## config.mk

```make
export PLATFORM = sky130hd
export DESIGN_NAME = mem_access_unit
export DESIGN_NICKNAME = d
export VERILOG_FILES = /design/src/rtl/mem_access_unit.sv
export SDC_FILE = /design/constraint.sdc
export NUM_CORES = 1
export LEC_CHECK = 0
export ABC_AREA = 1
export CAP_MARGIN = 20
export CORE_AREA = 2 2 191 193
export DETAILED_ROUTE_END_ITERATION = 7
export DIE_AREA = 0 0 193 195
export GPL_TIMING_DRIVEN = 1
export PLACE_DENSITY = 0.57
export SYNTH_ARGS = -nofsm -noshare
export SYNTH_HDL_FRONTEND = slang
export SYNTH_SLANG_ARGS = --single-unit
```

## constraint.sdc

```tcl
create_clock -name clk -period 1.6 [get_ports clk]
set_input_delay 0.4 -clock clk [delete_from_list [all_inputs] [get_ports clk]]
set_output_delay 0.4 -clock clk [all_outputs]
set_load 0.005 [all_outputs]
```

## src/rtl/mem_access_unit.sv

```systemverilog
// mem_access_unit: memory stage of the 64-bit ARM pipeline.
// Owns the EX/MEM and MEM/WB pipeline registers and runs LDUR/STUR/LDURB/STURB
// accesses over a req/ack data-memory handshake. While an access is
// outstanding it stalls the upstream pipeline. An access that goes
// unacknowledged for too long is treated as a sticky fault.
// Optional feature macro: MEM_ALIGN_CHECK_EN (fault on misaligned 64-bit access).
module mem_access_unit #(
  parameter int ACK_TIMEOUT = 16
) (
  input  logic        clk,
  input  logic        rst,
  input  logic        ex_valid,
  input  logic        ex_mem_read,
  input  logic        ex_mem_write,
  input  logic        ex_byte,
  input  logic        ex_reg_write,
  input  logic        ex_mem_to_reg,
  input  logic [4:0]  ex_Rd,
  input  logic [63:0] ALU_result,
  input  logic [63:0] ALU_B,
  output logic [4:0]  mem_Rd,
  output logic [63:0] mem_ALU_result,
  output logic        ex_mem_reg_write,
  output logic [4:0]  wb_Rd,
  output logic [63:0] wb_write_data,
  output logic        mem_wb_reg_write,
  output logic        dm_req,
  output logic        dm_we,
  output logic        dm_size,
  output logic [63:0] dm_addr,
  output logic [63:0] dm_wdata,
  input  logic        dm_ack,
  input  logic [63:0] dm_rdata,
  output logic        mem_stall,
  output logic        mem_fault
);

  localparam int DATA_W = 64;
  localparam logic [7:0] CNT_LAST = 8'(ACK_TIMEOUT - 1);

  typedef enum logic [1:0] {
    S_IDLE  = 2'd0,
    S_WAIT  = 2'd1,
    S_FAULT = 2'd2
  } state_t;

  // Byte accesses move only the low byte; upper bits are zero.
  function automatic logic [DATA_W-1:0] zext_byte(input logic [DATA_W-1:0] v);
    return {{(DATA_W-8){1'b0}}, v[7:0]};
  endfunction

  state_t             state_q, state_d;
  logic [7:0]         cnt_q, cnt_d;

  // EX/MEM register
  logic               em_write_q, em_write_d;
  logic               em_byte_q, em_byte_d;
  logic               em_reg_write_q, em_reg_write_d;
  logic               em_mem_to_reg_q, em_mem_to_reg_d;
  logic [4:0]         em_rd_q, em_rd_d;
  logic [DATA_W-1:0]  em_alu_q, em_alu_d;
  logic [DATA_W-1:0]  em_b_q, em_b_d;

  // MEM/WB register
  logic               wb_reg_write_q, wb_reg_write_d;
  logic [4:0]         wb_rd_q, wb_rd_d;
  logic [DATA_W-1:0]  wb_data_q, wb_data_d;

  logic in_wait, in_fault, stall, new_op, misalign;

  assign in_wait  = (state_q == S_WAIT);
  assign in_fault = (state_q == S_FAULT);
  assign stall    = (in_wait & ~dm_ack) | in_fault;
  // A memory op entering EX/MEM this edge (only meaningful when not stalled).
  assign new_op   = ex_valid & (ex_mem_read | ex_mem_write);

`ifdef MEM_ALIGN_CHECK_EN
  assign misalign = new_op & ~ex_byte & (|ALU_result[2:0]);
`else
  assign misalign = 1'b0;
`endif

  // EX/MEM next value: capture EX when the pipe advances, hold during a stall.
  always_comb begin
    em_write_d      = em_write_q;
    em_byte_d       = em_byte_q;
    em_reg_write_d  = em_reg_write_q;
    em_mem_to_reg_d = em_mem_to_reg_q;
    em_rd_d         = em_rd_q;
    em_alu_d        = em_alu_q;
    em_b_d          = em_b_q;
    if (!stall) begin
      em_write_d      = ex_valid & ex_mem_write;
      em_byte_d       = ex_byte;
      em_reg_write_d  = ex_valid & ex_reg_write;
      em_mem_to_reg_d = ex_valid & ex_mem_to_reg;
      em_rd_d         = ex_Rd;
      em_alu_d        = ALU_result;
      em_b_d          = ALU_B;
    end
  end

  // Access FSM next state and ack-timeout counter.
  always_comb begin
    state_d = state_q;
    cnt_d   = cnt_q;
    unique case (state_q)
      S_IDLE: begin
        cnt_d = '0;
        if (new_op) state_d = misalign ? S_FAULT : S_WAIT;
      end
      S_WAIT: begin
        if (dm_ack) begin
          cnt_d = '0;
          if (new_op) state_d = misalign ? S_FAULT : S_WAIT;
          else        state_d = S_IDLE;
        end else if (cnt_q == CNT_LAST) begin
          state_d = S_FAULT;
        end else begin
          cnt_d = cnt_q + 8'd1;
        end
      end
      S_FAULT: begin
        state_d = S_FAULT;
      end
      default: begin
        state_d = S_IDLE;
        cnt_d   = '0;
      end
    endcase
  end

  // MEM/WB next value: advance with the pipe, otherwise insert a bubble.
  always_comb begin
    wb_reg_write_d = 1'b0;
    wb_rd_d        = '0;
    wb_data_d      = '0;
    if (!stall) begin
      wb_reg_write_d = em_reg_write_q & ~em_write_q;
      wb_rd_d        = em_rd_q;
      if (em_mem_to_reg_q) wb_data_d = em_byte_q ? zext_byte(dm_rdata) : dm_rdata;
      else                 wb_data_d = em_alu_q;
    end
  end

  // State, counter and both pipeline registers; reset clears everything.
  always_ff @(posedge clk) begin
    if (rst) begin
      state_q         <= S_IDLE;
      cnt_q           <= '0;
      em_write_q      <= 1'b0;
      em_byte_q       <= 1'b0;
      em_reg_write_q  <= 1'b0;
      em_mem_to_reg_q <= 1'b0;
      em_rd_q         <= '0;
      em_alu_q        <= '0;
      em_b_q          <= '0;
      wb_reg_write_q  <= 1'b0;
      wb_rd_q         <= '0;
      wb_data_q       <= '0;
    end else begin
      state_q         <= state_d;
      cnt_q           <= cnt_d;
      em_write_q      <= em_write_d;
      em_byte_q       <= em_byte_d;
      em_reg_write_q  <= em_reg_write_d;
      em_mem_to_reg_q <= em_mem_to_reg_d;
      em_rd_q         <= em_rd_d;
      em_alu_q        <= em_alu_d;
      em_b_q          <= em_b_d;
      wb_reg_write_q  <= wb_reg_write_d;
      wb_rd_q         <= wb_rd_d;
      wb_data_q       <= wb_data_d;
    end
  end

  // Memory request fields are driven only while an access is outstanding.
  assign dm_req   = in_wait;
  assign dm_we    = in_wait & em_write_q;
  assign dm_size  = in_wait & ~em_byte_q;
  assign dm_addr  = in_wait ? em_alu_q : '0;
  assign dm_wdata = in_wait ? (em_byte_q ? zext_byte(em_b_q) : em_b_q) : '0;

  assign mem_stall        = stall;
  assign mem_fault        = in_fault;
  assign mem_Rd           = em_rd_q;
  assign mem_ALU_result   = em_alu_q;
  assign ex_mem_reg_write = em_reg_write_q;
  assign wb_Rd            = wb_rd_q;
  assign wb_write_data    = wb_data_q;
  assign mem_wb_reg_write = wb_reg_write_q;

endmodule

```

==> qor.yml, run 1 <==
cts_buffers: 26
clock-sinks: 217
die_w_microns: 193
fin_ws_ps: -549
cp-end-kind: "primary output"
rsz0062_at_grt: "true"
grt_overflow_total: 0
p_leak_nw: 7.43
synthDistinctLibCells: 23
syn_nets: 1351
holdPathStages: 3
power.total_mw: 15.3
r2r_start: "state_q[0]"
worst_pin_slew_ps: 362
pin_count: 479
reg2reg_to: "mem_ALU_result[39]"
clk_latency_ps: 550
slew_headroom_pct: 75.8
grt_max_degree: 58
place_congestion: 0.825
powerDensity_mw_per_mm2: 917
fin_crit_sh_pct: 134
ys_seq_area_share_pct: 49.2
root_buffer: "clkbuf_16"
yosys_warnings: 0
ant_nets: 0
drt-total-wl_mm: 43.0
remaining_drc_errors: 0
area_growth_pct: 88.7
avgViaCountPerCell: 4.54
crit_path_top_delay_cell: "dfxtp_2"
setup-violations-final: 316
num_rows: 69
grt_use_total_pct: 20.7
antenna_found_initial: 1
drv_slew: 0
r2r_slack_ps: -100
critPathMaxFanout: 11
criticalPathCategory: "reg -> out"
grt_pass1_wl_mm: 59.6
clockBufferDepth: 3
vias: 9864
synth_seq_cells: 217
clock.fmax_ghz: 0.465
syn_inst: 1144
status: "finished, violations left"
nets: 1902
critPathRequiredTime_ps: 1200
wl_per_cell_microns: 19.8
diodes: 0
drtIter0Drc: 345
maxCapViolations: 0
firstDrtPassIters: 4
hp-start: "ALU_result[18]"
min_to: "mem_ALU_result[18]"
layout_min_cycle_time_ps: 2150
initial_utilization_pct: 24.9
arrival_ps: 1750
design_area_sq_mm: 0.0166
hpwlAfterDp_mm: 27.6
r2r.worst_path.cells: 12
avgSynthCellArea_sq_um: 7.71
hold_path.class: "in -> reg"
worst_clock_skew_ps: 12.6
port-buffer-count: 478
syn_area_sq_mm: 0.00882
post-place-ws_ps: -488
crit_path_cell_trace: "inv_2 > nand2_4 > nor2_4 > inv_4 > buf_6 > nor2_1 > clkdlybuf4s15_2"
cpLargestDelayFamily: "buffers and inverters"
ctsHtreeMaxLevel: 1
core_sq_mm: 0.0354
hold_buffers: 0
grt_pass1_vias: 9708
timing.final.hold_violations: 0
violations: "negative setup slack"
drive_gt1_share_pct: 30.9
die_h_microns: 195
vdd.ir_drop.worst_mv: 0.698
max_stage_delay_ps: 320
cts.clk_slew.worst_paths_ps: 60
crit_buf_inv: 4
n_fill_cell: 3530
dpl_cell_area_sq_mm: 0.0145
critPathLaunchType: "flip-flop"
cts_tree: "built"
die_area_sq_mm: 0.0376
==> kinds of logic (layout without fill, tap and decap cells) <==
family | Yosys count | after routing | share of synthesized area, %
simple gates | 468 | 470 | 23.1
buf+inv | 246 | 813 | 12.4
flops | 217 | 217 | 49.2
compound gates | 212 | 212 | 15.0
fa+ha+maj | 1 | 1 | 0.142
==> sequential cells by signal, indices dropped and copies added, names as in the netlist <==
| register | count |
|---|---|
| em_b_q | 64 |
| mem_ALU_result | 64 |
| wb_write_data | 64 |
| cnt_q | 8 |
| mem_Rd | 5 |
| wb_Rd | 5 |
| state_q | 2 |
| em_byte_q | 1 |
| em_mem_to_reg_q | 1 |
| em_write_q | 1 |
| ex_mem_reg_write | 1 |
| mem_wb_reg_write | 1 |
==> how the worst max path moves through the flow <==
| stage | slack (ps) | endpoint | from | depth (start not counted) |
|---|---|---|---|---|
| after detailed placement | -490 | dm_wdata[60] | state_q[1] | 7 |
| final | -550 | dm_wdata[39] | state_q[1] | 7 |
| after global placement | -460 | dm_wdata[41] | state_q[1] | 7 |
| after global routing | -610 | dm_wdata[49] | state_q[1] | 7 |
| after floorplan | 80 | dm_wdata[23] | state_q[1] | 7 |
| after CTS | -580 | dm_wdata[53] | state_q[1] | 7 |
==> metal layers <==
metal  GRT usage (%)  up-vias  share of wire, %
li1                -     4790                 -
met1            23.9     4588                39
met2            37.8      411                50
met3            5.41       73               9.0
met4            4.88        2               2.8
met5               0        -             0.030
==> Yosys cell counts <==
cell        n  area [sq um]
o22ai_1     3          18.8
ha_1        1          12.5
nand3_1   199           996
nand2_4     1          11.3
nor2_4      1          11.3
clkbuf_1   20          75.1
inv_2       1          3.75
nand2_2     4          25.0
buf_6      13           146
dfxtp_1   217          4340
inv_1     159           597
o21ai_2    70           613
buf_4       7          52.6
a21oi_1    71           355
nand2_1    95           357
nand4_1     4          25.0
buf_2      36           180
o21ai_1    58           290
nor3_1      1          5.00
buf_1       9          33.8
o21ai_0    10          50.1
nor2_1    163           612
inv_4       1          6.26
==> report_power, final <==
part | internal, mW | leakage [nW] | total (mW) | switching (mW)
clock network | 3.46 | 0.419 | 5.95 | 2.50
registers | 5.77 | 1.80 | 5.92 | 0.154
logic | 1.75 | 5.21 | 3.38 | 1.63
==> worst reg2reg max path, stage by stage (launching register included) <==
cell and delay (ps):
dfxtp_2 350, buf_4 130, inv_6 40, nor2_4 90
buf_6 110, nand2_4 50, nand2_4 80, buf_12 150
clkinv_16 100, buf_4 160, buf_16 160, nand3_1 90
o21ai_0 90
==> through the flow <==
| stage | utilization [%] | hold WS (ps) | instances | TNS [ps] |
|---|---|---|---|---|
| 2_1_floorplan | - | 397 | 1144 | 0 |
| 3_3_place_gp | 41.0 | 407 | 2071 | -92450 |
| 3_5_place_dp | 41.0 | 415 | 2071 | -98940 |
| 4_1_cts | 44.9 | 395 | 2149 | -80860 |
| 5_1_grt | 47.0 | 411 | 2174 | -85970 |
| 6_report | 47.0 | 420 | 2174 | -62760 |
==> layout make-up <==
class	count	area (sq um)	share of cell area, %
inverter	161	641	3.85
clock buffer	36	758	4.56
clock inverter	10	91.3	0.549
tap	461	577	3.47
sequential	217	4390	26.4
multi-input combinational	683	4040	24.3
timing repair buffer	606	6150	37.0
==> what timing repair did <==
item                       CTS  global route
setup endpoints to repair  303           368
buffers inserted            16            18
resized for setup          807           131
cloned                      17            11
pin swaps                    7             6
==> placed cells by master (no fill, tap or decap), types with 7 or more instances in the layout <==
master / n
buf_2: 91
o21ai_1: 58
clkdlybuf4s15_2: 26
o21ai_0: 9
a21oi_2: 9
buf_6: 29
dfxtp_2: 31
nor2_1: 88
nand3_1: 185
clkdlybuf4s50_1: 205
inv_1: 154
nand3_2: 14
nor2_4: 52
dfxtp_1: 185
o21ai_2: 71
a21oi_1: 61
buf_4: 58
nor2_2: 24
clkbuf_16: 35
nand2_1: 93
buf_16: 13
clkbuf_8: 7
dlygate4sd2_1: 131
buf_12: 28
Note: power is estimated with default switching activity, not from simulation.
==> run 2: changes to the inputs <==
Settings changed: CELL_PAD_IN_SITES_DETAIL_PLACEMENT set to 0, CELL_PAD_IN_SITES_GLOBAL_PLACEMENT set to 1, PLACE_DENSITY 0.57 to 0.78.
Clock period 1.6 ns to 2.1 ns, I/O delays scaled along.
==> qor.yml, run 2 (synthesis results as in run 1) <==
worst_pin_slew_ps: 425  # was 362 ps
die_w_microns: 193  # unchanged
place_congestion: 0.837  # was 0.825
powerDensity_mw_per_mm2: 706  # was 917 mW/mm^2
avgViaCountPerCell: 4.53  # was 4.54
port-buffer-count: 478  # unchanged
r2r.worst_path.cells: 10  # was 12
initial_utilization_pct: 24.9  # unchanged
worst_clock_skew_ps: 7.57  # was 12.6 ps
maxCapViolations: 0  # unchanged
fin_crit_sh_pct: 108
vdd.ir_drop.worst_mv: 0.537  # was 0.698 mV
layout_commonest_cell: "clkdlybuf4s50_1"  # unchanged
drive_gt1_share_pct: 27.3  # was 30.9%
fin_ws_ps: -174  # was -549 ps
cp-end-kind: "primary output"  # unchanged
hpwlAfterDp_mm: 26.3  # was 27.6 mm
cts.clk_slew.worst_paths_ps: 60  # about the same
layout_min_cycle_time_ps: 2270
grt_overflow_total: 0  # unchanged
timing.final.hold_violations: 0  # unchanged
num_rows: 69  # unchanged
root_buffer: "clkbuf_16"  # unchanged
violations: "negative setup slack"  # unchanged
clk_latency_ps: 530  # was 550 ps
mostFrequentLayoutCells: "clkdlybuf4s50_1 (345), dfxtp_1 (214), nand3_1 (199)"  # was clkdlybuf4s50_1 (205), nand3_1 (185), dfxtp_1 (185)
nets: 1845  # was 1,902
wl_per_cell_microns: 18.5  # was 19.8 microns
rsz0062_at_grt: "true"  # unchanged
antenna_found_initial: 2  # was 1
grt_max_degree: 60  # was 58
remaining_drc_errors: 0  # unchanged
hold_path.class: "reg -> reg"  # was in -> reg
holdPathStages: 1  # was 3
critPathRequiredTime_ps: 1570  # was 1200 ps
power.total_mw: 11.4  # was 15.3 mW
pin_count: 479  # unchanged
vias: 9571  # was 9,864
drtIter0Drc: 342  # was 345
ant_nets: 0  # unchanged
clock-sinks: 217  # unchanged
critPathMaxFanout: 8  # was 11
grt_pass1_vias: 9711  # was 9,708
die_area_sq_mm: 0.0376  # unchanged
die_h_microns: 195  # unchanged
p_leak_nw: 6.49  # was 7.43 nW
drt-total-wl_mm: 39.1  # was 43.0 mm
critPathLaunchType: "flip-flop"  # unchanged
arrival_ps: 1750  # about the same
drv_slew: 0  # unchanged
grt_use_total_pct: 19.4  # was 20.7%
criticalPathCategory: "reg -> out"  # unchanged
slew_headroom_pct: 71.7  # was 75.8%
grt_pass1_wl_mm: 56.6  # was 59.6 mm
ctsHtreeMaxLevel: 1  # unchanged
setup-violations-final: 129  # was 316
core_sq_mm: 0.0354  # unchanged
clock.fmax_ghz: 0.440
cts_tree: "built"  # unchanged
clockBufferDepth: 3  # unchanged
whs_ps: 427  # was 420 ps
status: "finished, violations left"  # unchanged
firstDrtPassIters: 4  # unchanged
area_growth_pct: 83.1  # was 88.7%
cts_buffers: 26  # unchanged
-- run 2: power breakdown --
group	internal [mW]	switching [mW]	leakage [nW]	total [mW]
registers	4.39	0.128	1.79	4.52
clock network	2.58	1.77	0.398	4.35
logic	1.31	1.22	4.29	2.53
total	8.28	3.12	6.49	11.4
-- run 2: final timing paths --
check	start	to	slack [ps]
setup / recovery	state_q[1]	dm_wdata[51]	-170
hold / removal	em_write_q	mem_wb_reg_write	430
setup reg to reg	state_q[0]	wb_write_data[32]	420
hold reg to reg	em_write_q	mem_wb_reg_write	430
-- run 2: final cells by class --
type,count,area [sq um]
Clock inverter,6,58.8
Sequential cell,217,4350
Timing Repair Buffer,551,5520
Tap cell,461,577
Antenna cell,2,5.00
Clock buffer,36,749
Multi-Input combinational cell,681,4270
Fill cell,3442,19200
Inverter,161,624
-- run 2: critical path: stages, from the launching register on --
cell and delay (ps):
dfxtp_2 320, inv_2 70, nand2_4 70, nor2_4 110
buf_6 120, clkinv_8 110, clkbuf_16 210, nor2_2 80
buf_2 120
-- run 2: repair_timing --
item / in CTS / in global routing
buffers inserted: 18 / 3
endpoints found under the setup margin: 133 / 131
pin swaps: 3 / 6
gates cloned: 10 / 4
resized for setup: 609 / 224
hold buffers: 0 / 0
-- run 2: routing by layer --
metal	part of all wire (%)	up-vias	GRT usage, %
met5	0	-	0
met2	48	404	33.3
li1	-	4673	-
met4	3.6	0	7.13
met1	39	4419	22.8
met3	9.5	75	5.54
-- run 2: through the flow --
step                utilization [%]  instance area, sq um  cells  setup WS (ps)  TNS [ps]
floorplan                         -                  8820   1144            453         0
global placement               40.4                 14300   2039          -95.2      -945
detailed placement             40.4                 14300   2039          -69.4     -2370
CTS                            43.7                 15500   2109           -245    -18040
global route                   45.6                 16100   2113           -259    -20370
finish                         45.6                 16200   2115           -174    -11440
==> run 3: changes to the inputs <==
Settings changed: CORE_AREA 2 2 191 193 to 2 2 184 186, DIE_AREA 0 0 193 195 to 0 0 186 188, GPL_TIMING_DRIVEN 1 to 0, PLACE_DENSITY 0.78 to 0.83.
==> qor.yml, run 3 (synthesis results as in run 1) <==
fin_crit_sh_pct: 113  # was 108%
criticalPathCategory: "reg -> out"  # unchanged
firstDrtPassIters: 5  # was 4
ctsHtreeMaxLevel: 1  # unchanged
antenna_found_initial: 0  # was 2
grt_pass1_vias: 9876  # was 9,711
clk_latency_ps: 540  # was 530 ps
pwr-share-comb_pct: 21.3  # was 22.2%
switchingPower_mw: 3.15  # was 3.12 mW
met1Wirelength_mm: 16.2  # was 15.2 mm
grt_pass1_wl_mm: 59.2  # was 56.6 mm
ant_nets: 0  # unchanged
maxCapViolations: 0  # unchanged
rsz0062_at_grt: "true"  # unchanged
hold_buffers: 0  # unchanged
post-place-ws_ps: -671  # was -69.4 ps
power.total_mw: 11.7  # was 11.4 mW
drive_gt1_share_pct: 26.6  # was 27.3%
fin_ws_ps: -276  # was -174 ps
grt_max_degree: 14  # was 60
layout_min_cycle_time_ps: 2380  # was 2270 ps
grt_use_total_pct: 22.3  # was 19.4%
slew_headroom_pct: 55.2  # was 71.7%
n_fill_cell: 3196  # was 3,442
cp-end-kind: "primary output"  # unchanged
status: "finished, violations left"  # unchanged
p_sw_share_pct: 27.0  # was 27.4%
root_buffer: "clkbuf_16"  # unchanged
pin_count: 479  # unchanged
arrival_ps: 1850  # was 1750 ps
whs_ps: 421  # was 427 ps
p_leak_nw: 6.51  # was 6.49 nW
die_area_sq_mm: 0.0350  # was 0.0376 sq mm
remaining_drc_errors: 0  # unchanged
clockBufferDepth: 3  # unchanged
num_rows: 67  # was 69
cts_buffers: 26  # unchanged
drtIter0Drc: 379  # was 342
vias: 9827  # was 9,571
mostFrequentLayoutCells: "clkdlybuf4s50_1 (345), dfxtp_1 (213), nand3_1 (199)"  # was clkdlybuf4s50_1 (345), dfxtp_1 (214), nand3_1 (199)
port-buffer-count: 478  # unchanged
cts_tree: "built"  # unchanged
vdd.ir_drop.worst_mv: 0.522  # was 0.537 mV
clock.fmax_ghz: 0.421  # was 0.440 GHz
die_w_microns: 186  # was 193 microns
place_congestion: 0.878  # was 0.837
r2r_slack_ps: 240  # was 420 ps
worst_pin_slew_ps: 672  # was 425 ps
die_h_microns: 188  # was 195 microns
hpwlAfterDp_mm: 30.0  # was 26.3 mm
initial_utilization_pct: 26.6  # was 24.9%
p_seq_share_pct: 38.8  # was 39.6%
critPathMaxFanout: 6  # was 8
violations: "negative setup slack"  # unchanged
wl_met2_mm: 20.5  # was 18.8 mm
cts.clk_slew.worst_paths_ps: 60  # about the same
nets: 1890  # was 1,845
worst_clock_skew_ps: 9.28  # was 7.57 ps
hold_path.class: "reg -> reg"  # unchanged
critPathLaunchType: "flip-flop"  # unchanged
layout_commonest_cell: "clkdlybuf4s50_1"  # unchanged
powerDensity_mw_per_mm2: 730  # was 706 mW/mm^2
wl_met3_mm: 3.22  # was 3.73 mm
core_sq_mm: 0.0331  # was 0.0354 sq mm
grt_overflow_total: 0  # unchanged
drt-total-wl_mm: 41.1  # was 39.1 mm
wl_per_cell_microns: 19.1  # was 18.5 microns
clkPwrFrac_pct: 40.0  # was 38.2%
setup-violations-final: 130  # was 129
routed.top_layer: "met4"  # unchanged
timing.final.hold_violations: 0  # unchanged
avgViaCountPerCell: 4.57  # was 4.53
drv_slew: 0  # unchanged
clock-sinks: 217  # unchanged
diodes: 0  # was 2
area_growth_pct: 81.1  # was 83.1%
critPathRequiredTime_ps: 1570  # about the same
p_int_mw: 8.52  # was 8.28 mW
-- run 3: cell types whose count changed in the layout (fill, tap and decap cells not counted), sizes merged, moves of 2 or more --
cell           delta
buf              +21
clkbuf           +25
clkdlybuf4s15     +4
clkinv            -2
diode             -2
-- run 3: path summary, 6_finish.rpt --
check                           cells after the start  startpoint                 to
worst max-delay path                                9  state_q[1]       dm_wdata[30]
worst min-delay path                                1  em_write_q   mem_wb_reg_write
worst max register to register                     10  state_q[0]  wb_write_data[59]
worst min register to register                      1  em_write_q   mem_wb_reg_write
-- run 3: layout make-up --
| class | instances | area (sq um) | share of cell area [%] |
|---|---|---|---|
| Buffer | 82 | 623 | 3.90 |
| Clock buffer | 42 | 801 | 5.01 |
| Clock inverter | 4 | 81.3 | 0.509 |
| Inverter | 161 | 612 | 3.83 |
| Multi-Input combinational cell | 681 | 4030 | 25.3 |
| Sequential cell | 217 | 4350 | 27.3 |
| Tap cell | 448 | 561 | 3.51 |
| Timing Repair Buffer | 514 | 4910 | 30.7 |
-- run 3: power by group through the flow --
| stage | logic (mW) | registers (mW) | clock network [mW] |
|---|---|---|---|
| after floorplan | 0.751 | 4.59 | 0 |
| after CTS | 2.33 | 4.52 | 4.78 |
| after global placement | 2.02 | 4.60 | 0 |
| after detailed placement | 2.03 | 4.61 | 0 |
| final | 2.48 | 4.52 | 4.66 |
| after global routing | 2.66 | 4.55 | 4.93 |
-- run 3: worst max-delay path, cell delays in order (launching register included) --
cell     delay [ps]
dfxtp_4         350
inv_4            70
nand2_8          60
nor2_4          160
inv_4            70
buf_12          150
buf_8           130
buf_16          140
nor2_4           70
buf_2           110
-- run 3: what timing repair did --
item | in CTS | in global routing
pin swaps | 4 | 3
endpoints found under the setup margin | 133 | 153
gates cloned | 8 | 3
resized for setup | 686 | 121
setup buffers | 22 | 3
-- run 3: stage by stage --
step	util (%)	cells	area (sq um)	setup TNS [ps]
6_report	48.2	2149	16000	-17600
5_1_grt	48.2	2149	16000	-26900
4_1_cts	46.6	2146	15400	-29590
3_5_place_dp	42.8	2070	14200	-115820
3_3_place_gp	42.8	2070	14200	-113030
2_1_floorplan	-	1144	8820	0
-- run 3: layer usage --
layer	track usage, %	vias up
li1	-	4767
met1	25.7	4588
met2	39.8	399
met3	5.50	73
met4	7.42	0
met5	0	-
